$ cat src/rtl/seg_pkg.sv
// Shared constants and types for the multiplexed 7-segment scan driver.
package seg_pkg;

    // Active-high glyphs, bit0=a .. bit6=g, indexed by hex nibble.
    localparam logic [6:0] GLYPH [0:15] = '{
        7'h3F, 7'h06, 7'h5B, 7'h4F, 7'h66, 7'h6D, 7'h7D, 7'h07,
        7'h7F, 7'h6F, 7'h77, 7'h7C, 7'h39, 7'h5E, 7'h79, 7'h71
    };

    localparam logic [6:0] SEG_OFF  = 7'h00;
    localparam int         MIN_SLOT = 2;

    // Position inside a digit slot: the first cycle is a dark guard cycle.
    typedef enum logic {
        PH_GUARD = 1'b0,
        PH_DRIVE = 1'b1
    } phase_e;

endpackage

$ cat src/rtl/seg_glyph_rom.sv
// Hex nibble to active-high gfedcba glyph lookup.
module seg_glyph_rom
    import seg_pkg::*;
(
    input  logic [3:0] nib_i,
    output logic [6:0] glyph_o
);

    // Pure table lookup, no state.
    always_comb glyph_o = GLYPH[nib_i];

endmodule

$ cat src/rtl/seg_scan_driver.sv
// Time-scanned NDIG-digit common-anode 7-segment driver with guard cycles,
// leading-zero suppression and a double-buffered display value.
module seg_scan_driver
    import seg_pkg::*;
#(
    parameter int NDIG        = 4,
    parameter int DIV_W       = 16,
    parameter int SEG_ACT_LOW = 1,
    parameter int AN_ACT_LOW  = 1
) (
    input  logic              CLK,
    input  logic              RST,
    input  logic [4*NDIG-1:0] VALUE,
    input  logic [NDIG-1:0]   DP,
    input  logic [NDIG-1:0]   BLANK,
    input  logic              LOAD,
    input  logic              LZ_EN,
    input  logic [DIV_W-1:0]  DIV,
    output logic [6:0]        SEG,
    output logic              SEG_DP,
    output logic [NDIG-1:0]   AN,
    output logic              FRAME
);

    localparam int               IDX_W    = (NDIG > 1) ? $clog2(NDIG) : 1;
    localparam logic [DIV_W-1:0] MIN_LEN  = DIV_W'(MIN_SLOT);
    localparam logic [DIV_W-1:0] ONE_D    = DIV_W'(1);
    localparam logic [IDX_W-1:0] ONE_I    = IDX_W'(1);
    localparam logic [IDX_W-1:0] LAST_IDX = IDX_W'(NDIG - 1);

    // Pin-polarity helpers: everything inside is active-high.
    function automatic logic [6:0] seg_pin(input logic [6:0] s);
        return (SEG_ACT_LOW != 0) ? ~s : s;
    endfunction

    function automatic logic dp_pin(input logic d);
        return (SEG_ACT_LOW != 0) ? ~d : d;
    endfunction

    function automatic logic [NDIG-1:0] an_pin(input logic [NDIG-1:0] a);
        return (AN_ACT_LOW != 0) ? ~a : a;
    endfunction

    logic [DIV_W-1:0]  cnt_q, cnt_d, len_q, len_d;
    logic [IDX_W-1:0]  idx_q, idx_d;
    logic [4*NDIG-1:0] act_val_q, act_val_d, pend_val_q, pend_val_d;
    logic [NDIG-1:0]   act_dp_q, act_dp_d, pend_dp_q, pend_dp_d;
    logic [NDIG-1:0]   act_blank_q, act_blank_d, pend_blank_q, pend_blank_d;
    logic              pend_flag_q, pend_flag_d;
    logic [6:0]        seg_q, seg_d;
    logic              seg_dp_q, seg_dp_d;
    logic [NDIG-1:0]   an_q, an_d;
    logic              frame_q, frame_d;

    phase_e            phase_d;
    logic              swap, run, lit, show_dp, dp_sel, blank_sel, supp_sel;
    logic [NDIG-1:0]   supp, onehot;
    logic [3:0]        nib_sel;
    logic [6:0]        glyph;

    seg_glyph_rom u_rom (
        .nib_i   (nib_sel),
        .glyph_o (glyph)
    );

    // Next scan position, buffer transfer and the outputs for the coming cycle.
    // Outputs are computed from the next position so they land in the cycle
    // they describe.
    always_comb begin
        // DIV is only looked at in the guard cycle; the slot keeps that length.
        len_d = (cnt_q == '0) ? ((DIV < MIN_LEN) ? MIN_LEN : DIV) : len_q;
        if (cnt_q == len_d - ONE_D) begin
            cnt_d = '0;
            idx_d = (idx_q == LAST_IDX) ? '0 : idx_q + ONE_I;
        end else begin
            cnt_d = cnt_q + ONE_D;
            idx_d = idx_q;
        end
        phase_d = (cnt_d == '0) ? PH_GUARD : PH_DRIVE;
        frame_d = (idx_d == LAST_IDX) && (cnt_d == len_d - ONE_D);

        // A LOAD in the frame cycle itself goes straight through to active.
        swap         = frame_q && (pend_flag_q || LOAD);
        pend_val_d   = pend_val_q;
        pend_dp_d    = pend_dp_q;
        pend_blank_d = pend_blank_q;
        pend_flag_d  = pend_flag_q;
        if (LOAD) begin
            pend_val_d   = VALUE;
            pend_dp_d    = DP;
            pend_blank_d = BLANK;
            pend_flag_d  = 1'b1;
        end
        if (swap) begin
            pend_flag_d = 1'b0;
        end
        act_val_d   = swap ? pend_val_d   : act_val_q;
        act_dp_d    = swap ? pend_dp_d    : act_dp_q;
        act_blank_d = swap ? pend_blank_d : act_blank_q;

        // Suppression walks down from the top digit; a nonzero nibble or a
        // requested DP stops it. Digit 0 is always shown.
        run  = 1'b1;
        supp = '0;
        for (int k = NDIG - 1; k > 0; k--) begin
            run     = run && (act_val_d[4*k +: 4] == 4'h0) && !act_dp_d[k];
            supp[k] = LZ_EN && run;
        end

        nib_sel   = 4'h0;
        dp_sel    = 1'b0;
        blank_sel = 1'b0;
        supp_sel  = 1'b0;
        onehot    = '0;
        for (int k = 0; k < NDIG; k++) begin
            if (idx_d == IDX_W'(k)) begin
                nib_sel   = act_val_d[4*k +: 4];
                dp_sel    = act_dp_d[k];
                blank_sel = act_blank_d[k];
                supp_sel  = supp[k];
                onehot[k] = 1'b1;
            end
        end

        lit     = (phase_d == PH_DRIVE) && !blank_sel && !supp_sel;
        show_dp = (phase_d == PH_DRIVE) && !blank_sel && dp_sel;
        seg_d    = seg_pin(lit ? glyph : SEG_OFF);
        seg_dp_d = dp_pin(show_dp);
        an_d     = an_pin((lit || show_dp) ? onehot : '0);
    end

    // State and output registers; reset darkens the display and drops both buffers.
    always_ff @(posedge CLK) begin
        if (RST) begin
            cnt_q        <= '0;
            idx_q        <= '0;
            len_q        <= MIN_LEN;
            act_val_q    <= '0;
            act_dp_q     <= '0;
            act_blank_q  <= '0;
            pend_val_q   <= '0;
            pend_dp_q    <= '0;
            pend_blank_q <= '0;
            pend_flag_q  <= 1'b0;
            seg_q        <= seg_pin(SEG_OFF);
            seg_dp_q     <= dp_pin(1'b0);
            an_q         <= an_pin('0);
            frame_q      <= 1'b0;
        end else begin
            cnt_q        <= cnt_d;
            idx_q        <= idx_d;
            len_q        <= len_d;
            act_val_q    <= act_val_d;
            act_dp_q     <= act_dp_d;
            act_blank_q  <= act_blank_d;
            pend_val_q   <= pend_val_d;
            pend_dp_q    <= pend_dp_d;
            pend_blank_q <= pend_blank_d;
            pend_flag_q  <= pend_flag_d;
            seg_q        <= seg_d;
            seg_dp_q     <= seg_dp_d;
            an_q         <= an_d;
            frame_q      <= frame_d;
        end
    end

    assign SEG    = seg_q;
    assign SEG_DP = seg_dp_q;
    assign AN     = an_q;
    assign FRAME  = frame_q;

endmodule

$ cat config.mk
export PLATFORM = sky130hd
export DESIGN_NAME = seg_scan_driver
export DESIGN_NICKNAME = d
export VERILOG_FILES = /design/src/rtl/seg_pkg.sv /design/src/rtl/seg_glyph_rom.sv /design/src/rtl/seg_scan_driver.sv
export SDC_FILE = /design/constraint.sdc
export NUM_CORES = 1
export LEC_CHECK = 0
export BUFFER_PORTS_ARGS = -buffer_cell sky130_fd_sc_hd__clkbuf_2
export CAP_MARGIN = 40
export CORE_ASPECT_RATIO = 0.7
export CORE_MARGIN = 2
export CORE_UTILIZATION = 50
export DETAILED_ROUTE_END_ITERATION = 8
export PLACE_DENSITY = 0.79
export SYNTH_ARGS = -nofsm -noshare
export SYNTH_HDL_FRONTEND = slang
export SYNTH_SLANG_ARGS = --single-unit
$ cat constraint.sdc
create_clock -name CLK -period 13.7 [get_ports CLK]
set_input_delay 2.055 -clock CLK [delete_from_list [all_inputs] [get_ports CLK]]
set_output_delay 2.055 -clock CLK [all_outputs]
set_load 0.01 [all_outputs]
==> flow_summary.ini <==
[drt]
wl_um = 15700
ant_nets = 0
post_drt_wl_per_cell_um = 16.9
vias_per_cell = 6.08
route.vias.total = 5623
drtIter0Drc = 647
firstDrtPassIters = 6
route.detailed.drc = 0

[clock_network]
cts_resized = 0
clock_latency_ns = 0.36
post_cts_buffers = 0
hold_buffers = 0
htree_levels = 3
clock-root-buffer = clkbuf_16
cts_buffers = 9
cts_sinks = 96
clk_path_buf_depth = 2
cts_tree = done
path_clk_slew_ns = 0.08

[yosys]
netlist_area_mm2 = 0.00592
synth_seq_area_share_pct = 32.5
postSynthAreaPerCell_um2 = 8.03
async_reset_ff_share_pct = 0
synth_top_area_share_pct = 32.5
synth_seq_cells = 96
yosysWarnings = 0
synth_flop_cell = dfxtp_1
synth_top_area_cell = dfxtp_1
syn_nets = 791
synth_area_leaders = dfxtp_1 (32%), mux2i_1 (7.6%), nor2_1 (7.4%)
synth_edf_count = 0
yosysUniqueCellTypes = 77
synthCells = 737

[floorplan]
die_width_um = 134
core_mm2 = 0.0116
die_area_mm2 = 0.0127
die_y_um = 95.0
row_count = 33
initial_utilization_pct = 50.8
design.portCount = 57

[finish]
final_net_count = 817
diodes = 0
area_delta_synth_final_pct = 10.5
drive_gt1_share_pct = 13.3

[placement]
port_buffers = 56
hpwl_um = 11400
place.gp.congestion = 0.960
place_ws_ns = 5.25

[sta]
period_share_pct = 60.1
tightestPinTransition_ns = 0.881
drv_slew = 0
setup_violations = 0
finalHoldViolCount = 0
maxSlewHeadroom_pct = 41.3
finalClockSkew_ns = 0.00829
tns_ns = 0
layout_min_cycle_time_ns = 8.23
rsz0062_at_grt = false
fmax_mhz = 122
layout_setup_ws_ns = 5.47

[global_route]
grt_pass1_wl_um = 24900
antenna_found_initial = 0
track_usage_pct = 24.9
grt_max_degree = 70
grt_pass1_vias = 4754
grt-ovfl-total = 0

[setup_path]
worstRegToRegCells = 21
ff2ff_setup_slack_ns = 6.77
r2r-start = cnt_q[0]
cpLargestDelayFamily = simple AND/OR/NAND/NOR gates
cp-startpoint = DIV[11]
worst_setup_path_start_kind = input port
required_ns = 13.93
crit_path_end_kind = flop
crit_buf_inv = 3
crit_arrival_ns = 8.46
crit_type = in -> reg
cp_max_fo = 25
cpPeakStageDelay_ns = 0.58
r2r_end = SEG[0]
path_cells = clkbuf_2 -> nor4_1 -> nand4_1 -> o21ai_0 -> nor2_1 -> a21oi_1 -> ha_1 -> or4b_4 -> o41ai_1 -> a21oi_1 -> a2111oi_0 -> and3_2 -> and4_4 -> mux2_1 -> mux2i_1 -> inv_1 -> ha_1 -> inv_1 -> o2111ai_1 -> o211ai_1 -> o31a_1 -> o31ai_1
slowest_stage = nor4_1

[pwr]
cellLeakagePower_nw = 2.68
power_density_mw_per_mm2 = 110
ir_drop_mv = 0.0619

[hold_path]
hold_path_depth = 2
hp-class = reg -> reg
whs_endpoint = len_q[14]
hp-start = len_q[14]

[outcome]
status = completed

[flow_run]
maxCapViolations = 0
[Yosys cell counts (3+ instances only)]
master	n
nor2_1	117
dfxtp_1	96
a21oi_1	57
nand2_1	53
mux2i_1	45
nand3_1	32
xnor2_1	25
clkbuf_1	24
nor3_1	23
xor2_1	19
o21ai_0	18
inv_1	16
or3_1	15
nor4_1	14
buf_2	13
and4_1	11
nor2b_1	11
ha_1	10
nand2b_1	8
nand4_1	8
nor3b_1	7
o211ai_1	7
a31oi_1	6
and3_1	6
and2_1	4
buf_1	4
a211oi_1	3
a21boi_0	3
a21o_1	3
mux2_2	3
nand4b_1	3
nor4_4	3
nor4b_1	3
o211a_1	3
o31a_1	3
o31ai_1	3
o32ai_1	3
o41ai_1	3
or2_2	3
[report_power, final]
| group | switching, mW | internal [mW] |
|---|---|---|
| Combinational | 0.0933 | 0.0596 |
| Clock | 0.129 | 0.131 |
| Sequential | 0.0128 | 0.291 |
[routing by layer]
layer,share of wire (%),vias to the layer above,global-route usage [%]
met5,0,-,0
met4,1.2,0,6.23
met3,11,23,7.23
met2,40,294,34.9
met1,48,2620,37.1
li1,-,2686,-
[registers in the layout (all words and copies together), names as in the netlist]
register      flops
pend_blank_q      4
act_val_q        16
pend_val_q       16
idx_q             2
AN                4
cnt_q            16
SEG               7
SEG_DP            1
FRAME             1
act_blank_q       4
act_dp_q          4
pend_dp_q         4
len_q            16
pend_flag_q       1
[how the worst max path moves through the flow]
stage,endpoint,cells after the start
detailed placement,SEG[0],22
floorplan,SEG[0],26
finish,SEG[0],22
global route,SEG[0],22
global placement,SEG[0],22
CTS,SEG[0],22
[placed cells by master, fill, tap and decap left out, types with 8 or more instances in the layout]
cell type / n
nor2b_1: 11
dfxtp_1: 96
ha_1: 10
nand4_1: 8
a21oi_1: 57
mux2i_1: 45
inv_1: 16
xor2_1: 19
and4_1: 11
nor2_1: 117
clkbuf_16: 9
nor3_1: 23
clkbuf_2: 56
xnor2_1: 25
nand3_1: 32
nand2b_1: 8
nor4_1: 14
o21ai_0: 17
nand2_1: 53
or3_1: 15
[final cells by class]
| cell class | instances | area (µm²) |
|---|---|---|
| fill | 1044 | 5100 |
| multi-input combinational | 580 | 3750 |
| sequential | 96 | 1920 |
| timing repair buffer | 60 | 310 |
| clock buffer | 9 | 225 |
| tap | 157 | 196 |
| clock inverter | 7 | 78.8 |
| inverter | 16 | 60.1 |
[tightest hold or removal path, delay by kind of cell (launching register included)]
kind / cells / cell delay, ns
and+or+nand+nor: 1 / 0.06
AOI/OAI and AO/OA: 1 / 0.05
DFF: 1 / 0.33
[metrics by stage]
stage,util (%),cell area [µm²],power [mW],cells,hold slack (ns)
finish,56.2,6540,0.716,925,0.478
global route,56.2,6540,0.745,925,0.510
CTS,56.2,6540,0.714,925,0.482
detailed placement,53.5,6230,0.457,909,0.476
global placement,53.5,6230,0.456,909,0.459
floorplan,-,5920,0.416,737,0.442
[kinds of logic after synthesis]
| family | count (synthesis) | synth area share (%) |
|---|---|---|
| AOI/OAI and AO/OA | 137 | 15.3 |
| xor gates and xnor gates | 44 | 6.51 |
| adders and majority gates | 10 | 2.11 |
| buffers and inverters | 61 | 4.42 |
| DFF | 96 | 32.5 |
| muxes | 50 | 8.60 |
| and+or+nand+nor | 339 | 30.6 |
Note: power is estimated with default switching activity, not from simulation.
